<file path="config.mk">
export PLATFORM = sky130hd
export DESIGN_NAME = agusec_bnd_enc_pipe
export DESIGN_NICKNAME = d
export VERILOG_FILES = /design/src/rtl/agusec_bnd_enc_pipe.sv
export SDC_FILE = /design/constraint.sdc
export NUM_CORES = 1
export LEC_CHECK = 0
export CAP_MARGIN = 20
export CORE_MARGIN = 5
export CORE_UTILIZATION = 51
export DETAILED_ROUTE_END_ITERATION = 16
export PLACE_DENSITY = 0.91
export SLEW_MARGIN = 10
export SYNTH_ARGS = -nofsm -noshare
export SYNTH_HDL_FRONTEND = slang
export SYNTH_SLANG_ARGS = --single-unit
</file>
<file path="constraint.sdc">
create_clock -name clk -period 11.2 [get_ports clk]
set_input_delay 2.24 -clock clk [delete_from_list [all_inputs] [get_ports clk]]
set_output_delay 2.24 -clock clk [all_outputs]
set_load 0.01 [all_outputs]
</file>
<file path="src/rtl/agusec_bnd_enc_pipe.sv">
// Two-stage bounded-pointer encoder: packs {on_low, exp, hi, low, addr} into a 64-bit tagged pointer.
// Optional macro AGUSEC_BND_FAULT_EN adds out_fault and clears on_low for faulting entries.
module agusec_bnd_enc_pipe #(
    parameter int ADDR_W = 44,
    parameter int EXP_W  = 5,
    parameter int FLD_W  = 7,
    parameter int LSB_SH = 5
) (
    input  logic                   clk,
    input  logic                   rst,
    input  logic                   flush,
    input  logic                   in_vld,
    output logic                   in_rdy,
    input  logic [63:0]            in_ptr,
    input  logic [EXP_W+FLD_W-1:0] in_bnd,
    output logic                   out_vld,
    input  logic                   out_rdy,
    output logic [63:0]            out_ptr,
    output logic                   out_carry
`ifdef AGUSEC_BND_FAULT_EN
    ,
    output logic                   out_fault
`endif
);

    // Packed layout offsets; ADDR_W + 2*FLD_W + EXP_W + 1 must fit in 64 bits.
    localparam int LOW_LSB = ADDR_W;
    localparam int HI_LSB  = ADDR_W + FLD_W;
    localparam int EXP_LSB = ADDR_W + 2 * FLD_W;
    localparam int ONL_BIT = ADDR_W + 2 * FLD_W + EXP_W;

    // Handshake: a stage transfers on a clock edge when it holds valid data and the
    // downstream stage is empty or emptying; in_rdy never looks at in_vld.
    logic s1_vld;
    logic s2_vld;
    logic s2_adv;
    logic in_fire;
    logic s1_load_s2;

    logic [ADDR_W-1:0] in_addr;
    logic [EXP_W-1:0]  in_exp;
    logic [FLD_W-1:0]  in_len;
    logic [31:0]       in_sh_amt;
    logic [ADDR_W-1:0] in_shifted;
    logic [FLD_W-1:0]  in_low;

    logic [ADDR_W-1:0] s1_addr;
    logic [EXP_W-1:0]  s1_exp;
    logic [FLD_W-1:0]  s1_len;
    logic [FLD_W-1:0]  s1_low;

    logic [FLD_W:0]    sum;
    logic [63:0]       packed_ptr;

    logic [63:0]       s2_ptr;
    logic              s2_carry;

    // Upper pointer bits are intentionally ignored.
    logic unused_ptr_hi;
    assign unused_ptr_hi = ^in_ptr[63:ADDR_W];

    assign s2_adv     = !s2_vld || out_rdy;
    assign in_rdy     = !s1_vld || s2_adv;
    assign in_fire    = in_vld && in_rdy && !flush;
    assign s1_load_s2 = s2_adv && s1_vld && !flush;

    assign in_addr   = in_ptr[ADDR_W-1:0];
    assign in_exp    = in_bnd[EXP_W+FLD_W-1:FLD_W];
    assign in_len    = in_bnd[FLD_W-1:0];
    assign in_sh_amt = 32'(in_exp) + 32'(LSB_SH);

    // A logical right shift fills with zeros, so bits at or above ADDR_W read as 0.
    assign in_shifted = in_addr >> in_sh_amt;
    assign in_low     = in_shifted[FLD_W-1:0];

`ifdef AGUSEC_BND_FAULT_EN
    logic        in_oor;
    logic        s1_oor;
    logic        s2_fault;
    logic        fault;

    assign in_oor = (32'(in_exp) + 32'(LSB_SH) + 32'(FLD_W)) > 32'(ADDR_W);
`endif

    // Stage 1: capture operands and the exponent-scaled low field.
    always_ff @(posedge clk or posedge rst) begin
        if (rst) begin
            s1_vld  <= 1'b0;
            s1_addr <= '0;
            s1_exp  <= '0;
            s1_len  <= '0;
            s1_low  <= '0;
`ifdef AGUSEC_BND_FAULT_EN
            s1_oor  <= 1'b0;
`endif
        end else begin
            if (flush) begin
                s1_vld <= 1'b0;
            end else if (in_rdy) begin
                s1_vld <= in_vld;
            end
            if (in_fire) begin
                s1_addr <= in_addr;
                s1_exp  <= in_exp;
                s1_len  <= in_len;
                s1_low  <= in_low;
`ifdef AGUSEC_BND_FAULT_EN
                s1_oor  <= in_oor;
`endif
            end
        end
    end

    // Stage 2 datapath: bounded add and field packing.
    always_comb begin
        sum        = {1'b0, s1_low} + {1'b0, s1_len};
        packed_ptr = '0;
        packed_ptr[ADDR_W-1:0]        = s1_addr;
        packed_ptr[LOW_LSB +: FLD_W]  = s1_low;
        packed_ptr[HI_LSB +: FLD_W]   = sum[FLD_W-1:0];
        packed_ptr[EXP_LSB +: EXP_W]  = s1_exp;
`ifdef AGUSEC_BND_FAULT_EN
        fault                = sum[FLD_W] | s1_oor;
        packed_ptr[ONL_BIT]  = !fault;
`else
        packed_ptr[ONL_BIT]  = 1'b1;
`endif
    end

    // Stage 2 register: holds its contents while the consumer stalls.
    always_ff @(posedge clk or posedge rst) begin
        if (rst) begin
            s2_vld   <= 1'b0;
            s2_ptr   <= '0;
            s2_carry <= 1'b0;
`ifdef AGUSEC_BND_FAULT_EN
            s2_fault <= 1'b0;
`endif
        end else begin
            if (flush) begin
                s2_vld <= 1'b0;
            end else if (s2_adv) begin
                s2_vld <= s1_vld;
            end
            if (s1_load_s2) begin
                s2_ptr   <= packed_ptr;
                s2_carry <= sum[FLD_W];
`ifdef AGUSEC_BND_FAULT_EN
                s2_fault <= fault;
`endif
            end
        end
    end

    assign out_vld   = s2_vld;
    assign out_ptr   = s2_ptr;
    assign out_carry = s2_carry;
`ifdef AGUSEC_BND_FAULT_EN
    assign out_fault = s2_fault;
`endif

endmodule

</file>
# [Word-level counts from Yosys, hierarchy flattened]
# Cells that the tools add are included.
# W data, S select, Z words.
[totals] reg_bits=130 latch_bits=0 mem_bits_rw=0 rom_bits=0 inputBits=81 out_inout_bits=67 elab_cells=26 memories=0
[classes] add_sub_neg=2 n_mul=0 div=0 n_lt_le_gt_ge=0 eq_ne=0 shifts=1 mux=4 bitwise_logic=0 reduce_logical=11
[ops] op="$shr A44 B6 Y7" n=1
[ops] op="$add A7 B7 Y8" n=1
[ops] op="$add A5 B3 Y6 const B" n=1
[ops] op="$logic_and A1 B1 Y1" n=4
[ops] op="$mux W1" n=4
[ops] op="$reduce_bool A2 Y1" n=2
[ops] op="$logic_not A1 Y1" n=3
[ops] op="$logic_or A1 B1 Y1" n=2

# [Longest topological paths before layout]
# Gate-level depths: netlist of the first run.
[depth] word_depth=5 ltp_mapped=9 ltp_nobuf=9

# [Worst setup path after synthesis of the first run]
# OpenSTA, ideal clock, no wires.
[synth_timing] path_kind="input-to-output" start="input port out_rdy" end="output port in_rdy" arrival_ns=2.596 required_ns=8.960 path_slack_ns=6.364 stages=2 path_buffers=0 cell_sequence="nor2b_1 -> nand2_1"
[synth_via] elab_chain_len=2
[synth_rtl] item="start, declared" line="17" source="input logic out_rdy,"
[synth_rtl] item="$logic_or A1 B1 Y1" line="62" source="assign s2_adv = !s2_vld || out_rdy;"
[synth_rtl] item="$logic_or A1 B1 Y1" line="63" source="assign in_rdy = !s1_vld || s2_adv;"
[synth_rtl] item="end, declared" line="13" source="output logic in_rdy,"
# No other way between the ends.

# [Final worst setup path of the first run]
# Same ends and word-level chain as after synthesis.

==> results of run 1 <==
layer usage:
metal / wire (um) / up-vias / GRT usage, %
li1: - / 2387 / -
met1: 6460 / 2409 / 28.7
met2: 7420 / 209 / 35.0
met3: 1040 / 40 / 5.57
met4: 446 / 0 / 9.63
met5: 0 / - / 0
cell usage after synthesis, drive strengths merged:
master and n:
buf 21, or3b 1, nand3b 1, o21ai 14, nand2b 2, a21oi 8
nor2 11, xor2 1, xnor2 1, and3b 1, nand3 2, o221ai 1
mux2i 29, inv 10, nand2 347, ha 7, fa 1, o31ai 3
and3 2, a211oi 4, a221o 3, nor3b 1, dfrtp 130, mux4 28
o211a 1, o22ai 4, a21o 1, nor2b 3, clkbuf 18, mux2 3
final timing paths:
check	startpoint	endpoint	slack, ns
max reg2reg	out_vld	s1_low[6]	9.06
min in group asynchronous	rst	out_ptr[2]	2.29
min	s1_exp[3]	out_ptr[61]	0.46
max	out_rdy	in_rdy	5.37
max in group asynchronous	rst	s1_addr[7]	7.51
min reg2reg	s1_exp[3]	out_ptr[61]	0.46
state kept, by name, indices dropped and copies added (netlist names):
name / count
out_ptr: 64
s1_addr: 44
s1_len: 7
s1_low: 7
s1_exp: 5
out_carry: 1
out_vld: 1
s1_vld: 1
power by group:
| part | total (uW) | internal [uW] | switching (uW) |
|---|---|---|---|
| clock network | 523 | 316 | 207 |
| registers | 604 | 554 | 49.3 |
| logic | 346 | 183 | 163 |
| total | 1470 | 1050 | 420 |
cells in the final DEF (no fill, tap or decap), types with 6 or more instances in the layout:
| master | count |
|---|---|
| buf_4 | 6 |
| clkbuf_16 | 17 |
| a21oi_1 | 8 |
| inv_1 | 9 |
| clkdlybuf4s50_1 | 126 |
| mux4_2 | 26 |
| ha_1 | 7 |
| o21ai_0 | 11 |
| nand2_1 | 347 |
| dfrtp_1 | 130 |
| nor2_1 | 11 |
| mux2i_1 | 29 |
worst min-delay path: cells and delay by family, from the launching register on:
| kind | cells | cell delay (ns) |
|---|---|---|
| flip-flops | 1 | 0.34 |
| AND/OR/NAND/NOR | 2 | 0.10 |
area by class of cell:
type | count | area (um2) | area share (%)
Clock buffer | 19 | 453 | 5.56
Sequential cell | 130 | 3250 | 39.9
Clock inverter | 13 | 113 | 1.38
Multi-Input combinational cell | 480 | 2770 | 34.0
Timing Repair Buffer | 134 | 1340 | 16.4
Tap cell | 147 | 184 | 2.26
Inverter | 10 | 40.0 | 0.491
through the flow:
stage,total power [uW],util [%],hold WS (ns),setup WS (ns),cells
floorplan,777,-,0.439,5.49,659
CTS,1480,67.6,0.463,5.38,932
detailed placement,956,62.9,0.452,5.39,900
global placement,944,62.9,0.444,5.40,900
global route,1550,67.8,0.482,5.28,933
finish,1470,67.8,0.458,5.37,933
kinds of logic (layout without fill, tap and decap cells):
kind of cell	count (synthesis)	in the layout	share of synthesized area, %
muxes	60	60	15.4
and+or+nand+nor	371	371	22.9
adders and majority gates	8	8	1.72
xor gates and xnor gates	2	2	0.281
DFF	130	130	52.1
buffers and inverters	49	176	3.63
AOI/OAI and AO/OA	39	39	3.91
==> impl_metrics.json, run 1 <==
{
  "synth.area.top_cells": "dfrtp_1 (52%), nand2_1 (21%), mux4_2 (9.4%), mux2i_1 (4.7%), ha_1 (1.4%)",
  "syn_nets": 748,
  "diodes": 0,
  "fp.dieW_um": 121,
  "syn_inst": 659,
  "cp-start-kind": "input port",
  "insertion_delay_ns": 0.41,
  "slew_headroom_pct": 37.8,
  "cts_buffers": 17,
  "maxCapViolCount": 0,
  "yosys_warnings": 0,
  "portBuffers": 127,
  "clk_pin_slew_ns": 0.06,
  "leakage_uw": 0.00401,
  "area_growth_pct": 30.6,
  "whs_path_depth": 2,
  "max_freq_ghz": 0.172,
  "peakVddDrop_mv": 0.114,
  "clock_skew_ns": 0.00580,
  "grt_max_degree": 77,
  "powerDensity_mw_per_mm2": 181,
  "num_rows": 40,
  "dieHeight_um": 121,
  "crit_top_cell": "clkdlybuf4s50_1",
  "cp_cell_sequence": "clkdlybuf4s50_1 -> nor2b_1 -> nand2_1 -> clkdlybuf4s50_1",
  "layout-drive-gt1-share_pct": 9.29,
  "wire_per_inst_um": 16.5,
  "path_buf_inv": 2,
  "slowest_stage": "clkdlybuf4s50_1",
  "rsz0062_at_grt": "false",
  "nNetsFinal": 862,
  "routabilityCongestion": 0.861,
  "fin_tns_setup_ns": 0,
  "syn_avg_cell_area_um2": 9.47,
  "ys_ff_latch": 130,
  "grt-ovfl-total": 0,
  "floorplan.initialDensity_pct": 52.0,
  "finalCritPeriodShare_pct": 52.1,
  "yosysTopAreaCell": "dfrtp_1",
  "yosysSeqAreaShare_pct": 52.1,
  "slowest_delay_ns": 0.50,
  "stdcell_area_mm2": 0.00815,
  "worstMarginPinSlew_ns": 0.933,
  "cts-root-buf": "clkbuf_16",
  "yosys.area.top_type_share_pct": 52.1,
  "maxSlewViolCount": 0,
  "ios": 148,
  "drt_iter0_drc": 455,
  "die_area_mm2": 0.0145,
  "core_area_mm2": 0.0120,
  "routed_wl_mm": 15.4,
  "synth_cell_types": 36,
  "grt_usage_pct": 22.0,
  "grt_pass1_wl_mm": 25.3,
  "reg2reg_depth": 6,
  "first_pass_iters": 7,
  "worst-setup-path-type": "in2out",
  "cts_tree": "done",
  "vias": 5045,
  "ctsResizeCount": 0,
  "postCtsSetupRepairBufs": 0,
  "worstPathArrival_ns": 3.59,
  "setup_viol": 0,
  "viasPerCell": 5.41,
  "ant_nets": 0,
  "synth_area_mm2": 0.00624,
  "drcViolationCount": 0,
  "cp_num_cells": 4,
  "cp_max_fo": 5,
  "dp_hpwl_mm": 10.2,
  "finalCriticalPeriod_ns": 5.83,
  "num-fill-cells": 878,
  "h-tree-depth": 4,
  "cp.required_ns": 8.96,
  "worstHoldPathType": "reg2reg",
  "hold_viol": 0,
  "antenna_found_initial": 0,
  "ctsHoldBuffers": 0,
  "clock_sinks": 130,
  "placed_area_mm2": 0.00756,
  "clk_path_buf_depth": 2,
  "first_global_vias": 5124,
  "worstSetupEndpointType": "output pin",
  "cp_top_family": "buffers and inverters",
  "outcome": "completed"
}
No activity file was read; power rests on OpenSTA's default activity.
==> inputs of run 2 (changes only) <==
--- a/config.mk
+++ b/config.mk
@@ -7,9 +7,9 @@
 export LEC_CHECK = 0
 export CAP_MARGIN = 20
 export CORE_MARGIN = 5
-export CORE_UTILIZATION = 51
+export CORE_UTILIZATION = 45
 export DETAILED_ROUTE_END_ITERATION = 16
-export PLACE_DENSITY = 0.91
+export PLACE_DENSITY = 0.85
 export SLEW_MARGIN = 10
 export SYNTH_ARGS = -nofsm -noshare
 export SYNTH_HDL_FRONTEND = slang
==> constraint.sdc (replaced) <==
create_clock -name clk -period 5 [get_ports clk]
set_input_delay 1 -clock clk [delete_from_list [all_inputs] [get_ports clk]]
set_output_delay 1 -clock clk [all_outputs]
set_load 0.01 [all_outputs]
==> run 2 against run 1 <==
Worst setup slack worse by 3.8 ns. Highest routed layer is now met5. Hold slack better by 0.0069 ns. Combinational power is 120% higher. Clock skew is 0.0024 ns higher.
==> impl_metrics.json, run 2 (same netlist as run 1, synthesis figures left out) <==
{
  "antenna_found_initial": 1,
  "routed_wl_mm": 15.3,
  "area_growth_pct": 31.6,
  "layout-drive-gt1-share_pct": 9.39,
  "powerDensity_mw_per_mm2": 402,
  "most-common-layout-cells": "nand2_1 (347), dfrtp_1 (130), clkdlybuf4s50_1 (126)",
  "peakVddDrop_mv": 0.244,
  "crit_top_cell": "clkdlybuf4s50_1",
  "reg2reg_from": "out_vld",
  "maxCapViolCount": 0,
  "finalCritPeriodShare_pct": 69.5,
  "diodes": 0,
  "clock_skew_ns": 0.00821,
  "clk_pin_slew_ns": 0.05,
  "worstSetupEndpointType": "output pin",
  "worstPathArrival_ns": 2.47,
  "hold_start": "s1_addr[6]",
  "outcome": "completed",
  "rsz0062_at_grt": "false",
  "wire_per_inst_um": 15.9,
  "viasPerCell": 5.08,
  "first_pass_iters": 5,
  "portBuffers": 127,
  "worst-setup-path-type": "in2out",
  "worstMarginPinSlew_ns": 0.941,
  "place_inst": 935,
  "cts_buffers": 17,
  "clk_path_buf_depth": 2,
  "num-fill-cells": 1180,
  "floorplan.initialDensity_pct": 45.5,
  "grt_usage_pct": 19.7,
  "slowest_stage": "clkdlybuf4s50_1",
  "core_area_mm2": 0.0137,
  "use_met1_pct": 25.5,
  "ctsResizeCount": 0,
  "finalCriticalPeriod_ns": 3.47,
  "fp.dieW_um": 128,
  "grt-ovfl-total": 0,
  "die_area_mm2": 0.0163,
  "maxSlewViolCount": 0,
  "power.total_uw": 3300,
  "drcViolationCount": 0,
  "insertion_delay_ns": 0.41,
  "ios": 148,
  "routabilityCongestion": 0.933,
  "dp_slack_ns": 1.38,
  "first_global_vias": 5094,
  "h-tree-depth": 4,
  "vias": 4914,
  "grtUsageMet3_pct": 6.63,
  "hold_viol": 0,
  "layout_commonest_cell": "nand2_1",
  "largest_reg_flops": 64,
  "num_rows": 43,
  "nNetsFinal": 864,
  "cts-root-buf": "clkbuf_16",
  "dieHeight_um": 128,
  "worstHoldPathType": "reg2reg",
  "clock_sinks": 130,
  "grt_max_degree": 105,
  "cp_cell_sequence": "clkdlybuf4s50_1 -> nor2b_1 -> nand2_1 -> clkdlybuf4s50_1",
  "postCtsSetupRepairBufs": 0,
  "max_freq_ghz": 0.288,
  "fin_tns_setup_ns": 0,
  "dp_hpwl_mm": 10.8,
  "cp_max_fo": 5,
  "cts_tree": "done",
  "fin_cells": 968,
  "ctsHoldBuffers": 0,
  "cp-start-kind": "input port",
  "fin_ws_ns": 1.53,
  "slowest_delay_ns": 0.53,
  "crit_start": "out_rdy",
  "cp.required_ns": 4.00,
  "leakage_uw": 0.00401,
  "grt-busiest-layer": "met2",
  "grt_use_met2_pct": 31.6,
  "setup_viol": 0,
  "final_util_pct": 59.9,
  "ant_nets": 0,
  "grt_pass1_wl_mm": 25.5,
  "slew_headroom_pct": 37.3,
  "drt_iter0_drc": 330
}
==> run 2: worst max-delay path, delay by kind of cell <==
family / cells / cell delay [ns]
buffers and inverters: 2 / 0.94
AND/OR/NAND/NOR: 2 / 0.53
==> run 2: path summary, 6_finish.rpt <==
check                      slack, ns           to  depth (start not counted)
hold / removal                  0.47   out_ptr[6]                          2
min in group asynchronous       1.18  out_ptr[63]                          2
max in group asynchronous       2.91    out_carry                          3
setup reg to reg                2.67    out_carry                          5
hold reg to reg                 0.47   out_ptr[6]                          2
setup / recovery                1.53       in_rdy                          4
==> run 2: cell type report <==
| type | count | area (um2) | share of cell area, % |
|---|---|---|---|
| clock inverter | 11 | 106 | 1.30 |
| inverter | 10 | 42.5 | 0.518 |
| sequential | 130 | 3250 | 39.6 |
| clock buffer | 21 | 470 | 5.73 |
| tap | 180 | 225 | 2.74 |
| multi-input combinational | 480 | 2770 | 33.7 |
| timing repair buffer | 136 | 1350 | 16.4 |
==> run 2: metrics by stage <==
stage | hold slack (ns) | instance area (um2)
final | 0.465 | 8210
after global routing | 0.484 | 8210
after CTS | 0.464 | 8190
after detailed placement | 0.449 | 7610
after global placement | 0.445 | 7610
after floorplan | 0.439 | 6240
==> run 2: routing by layer <==
layer	wire length, um	share of wire [%]	vias up
met5	13	0.085	-
met4	233	1.5	2
met2	7480	49	137
li1	-	-	2389
met3	1010	6.5	20
met1	6620	43	2366
==> run 2: power by group <==
part           switching [uW]  internal (uW)  leakage, uW  total, uW
Clock                     455            724     0.000264       1180
Sequential                111           1240      0.00163       1350
Combinational             362            410      0.00211        772
==> inputs of run 3 (changes only) <==
--- a/config.mk
+++ b/config.mk
@@ -7,9 +7,9 @@
 export LEC_CHECK = 0
 export CAP_MARGIN = 20
 export CORE_MARGIN = 5
-export CORE_UTILIZATION = 45
+export CORE_UTILIZATION = 50
 export DETAILED_ROUTE_END_ITERATION = 16
-export PLACE_DENSITY = 0.85
+export PLACE_DENSITY = 0.89
 export SLEW_MARGIN = 10
 export SYNTH_ARGS = -nofsm -noshare
 export SYNTH_HDL_FRONTEND = slang
==> constraint.sdc (replaced) <==
create_clock -name clk -period 3.61 [get_ports clk]
set_input_delay 0.722 -clock clk [delete_from_list [all_inputs] [get_ports clk]]
set_output_delay 0.722 -clock clk [all_outputs]
set_load 0.01 [all_outputs]
==> run 3 against run 2 <==
Core utilization rose by 7.5 points. Critical endpoint unchanged. Flip-flop and latch count did not move. Critical path depth unchanged.
==> impl_metrics.json, run 3 (same netlist as run 1, synthesis figures left out) <==
{
  "first_pass_iters": 5,
  "num_rows": 40,
  "whs_path_depth": 2,
  "postCtsSetupRepairBufs": 0,
  "first_global_vias": 4986,
  "outcome": "completed",
  "die_area_mm2": 0.0148,
  "slowest_stage": "clkdlybuf4s50_1",
  "maxCapViolCount": 0,
  "ff_latch_area_mm2": 0.00325,
  "nNetsFinal": 864,
  "fin_tns_setup_ns": 0,
  "r2r_end": "out_ptr[57]",
  "dp_hpwl_mm": 10.6,
  "clk_path_buf_depth": 2,
  "ios": 148,
  "most-common-layout-cells": "nand2_1 (347), dfrtp_1 (130), clkdlybuf4s50_1 (126)",
  "rsz0062_at_grt": "false",
  "grt_max_degree": 131,
  "viasPerCell": 5.30,
  "worstPathArrival_ns": 2.09,
  "vias": 5039,
  "leakage_uw": 0.00400,
  "cp-start-kind": "input port",
  "crit_start": "out_rdy",
  "dp_slack_ns": 0.640,
  "hold_end": "out_ptr[0]",
  "diodes": 0,
  "floorplan.initialDensity_pct": 51.5,
  "grt-ovfl-total": 0,
  "layout_commonest_cell": "nand2_1",
  "cp_max_fo": 5,
  "largest_reg_flops": 64,
  "ctsResizeCount": 0,
  "h-tree-depth": 4,
  "ant_nets": 0,
  "worstSetupEndpointType": "output pin",
  "stdcell_area_mm2": 0.00816,
  "reg2reg_depth": 9,
  "routabilityCongestion": 0.887,
  "cp.required_ns": 2.89,
  "layout-drive-gt1-share_pct": 8.56,
  "dieHeight_um": 122,
  "placed_area_mm2": 0.00763,
  "core_area_mm2": 0.0121,
  "grt_usage_pct": 21.6,
  "ctsHoldBuffers": 0,
  "cp_top_family": "buffers and inverters",
  "fp.dieW_um": 122,
  "multi_input_area_mm2": 0.00277,
  "clk_pin_slew_ns": 0.05,
  "clock_sinks": 130,
  "max_freq_ghz": 0.355,
  "portBuffers": 127,
  "slowest_delay_ns": 0.50,
  "rrSetupSlack_ns": 1.59,
  "cts-root-buf": "clkbuf_16",
  "drt_iter0_drc": 562,
  "worstHoldPathType": "reg2reg",
  "maxSlewViolCount": 0,
  "routed_wl_mm": 15.1,
  "path_buf_inv": 2,
  "powerDensity_mw_per_mm2": 553,
  "cts_buffers": 17,
  "clock_skew_ns": 0.00759,
  "finalCriticalPeriod_ns": 2.81,
  "reg2reg_from": "s1_low[0]",
  "cts_tree": "done",
  "drcViolationCount": 0,
  "setup_viol": 0,
  "crit_top_cell": "clkdlybuf4s50_1",
  "insertion_delay_ns": 0.41,
  "peakVddDrop_mv": 0.401,
  "hold_start": "s1_addr[0]",
  "hold_viol": 0,
  "grt_pass1_wl_mm": 25.0,
  "final_util_pct": 67.4,
  "worst-setup-path-type": "in2out",
  "num-fill-cells": 905,
  "wire_per_inst_um": 15.9,
  "slew_headroom_pct": 44.3,
  "worstMarginPinSlew_ns": 0.835,
  "antenna_found_initial": 0,
  "fin_ws_ns": 0.797,
  "area_growth_pct": 30.7,
  "finalCritPeriodShare_pct": 77.9,
  "cp_cell_sequence": "clkdlybuf4s50_1 -> nor2b_1 -> nand2_1 -> clkdlybuf4s50_1"
}
[run 3: final cells by class]
class,instances,share of cell area (%)
clock buffer,20,5.35
clock inverter,7,1.10
inverter,10,0.506
multi-input combinational,480,33.9
sequential,130,39.9
tap,168,2.58
timing repair buffer,136,16.7
[run 3: worst register-to-register path, cell delays in order, from the launching register on]
cell	delay (ns)
dfrtp_1	0.38
ha_1	0.19
inv_1	0.06
fa_1	0.41
nor2b_1	0.12
o21ai_0	0.10
a21oi_1	0.19
o21ai_0	0.12
and3_1	0.19
o31ai_1	0.17
[run 3: report_power, final]
part,internal (uW),switching (uW),total [uW]
clock network,990,571,1560
logic,571,504,1070
registers,1720,152,1870
total,3280,1230,4510
[run 3: per-stage QoR]
stage / std cells / power, uW / hold slack (ns)
5_1_grt: 951 / 4750 / 0.478
3_3_place_gp: 924 / 2940 / 0.443
6_report: 951 / 4510 / 0.463
2_1_floorplan: 659 / 2410 / 0.439
3_5_place_dp: 924 / 2980 / 0.454
4_1_cts: 951 / 4550 / 0.468
[run 3: per-layer routing]
metal,wire length (um),part of all wire [%],global-route usage (%)
met1,6300,42,27.2
met2,7510,50,36.0
met3,1090,7.2,7.01
met4,244,1.6,6.23
met5,0,0,0
[run 3: how the worst max path moves through the flow]
| stage | slack [ns] | endpoint | cells after the start |
|---|---|---|---|
| 6_report | 0.80 | in_rdy | 4 |
| 4_1_cts | 0.81 | in_rdy | 4 |
| 5_1_grt | 0.67 | in_rdy | 4 |
| 2_1_floorplan | 1.28 | out_carry | 1 |
| 3_5_place_dp | 0.64 | s1_low[1] | 7 |
| 3_3_place_gp | 0.67 | s1_low[4] | 8 |
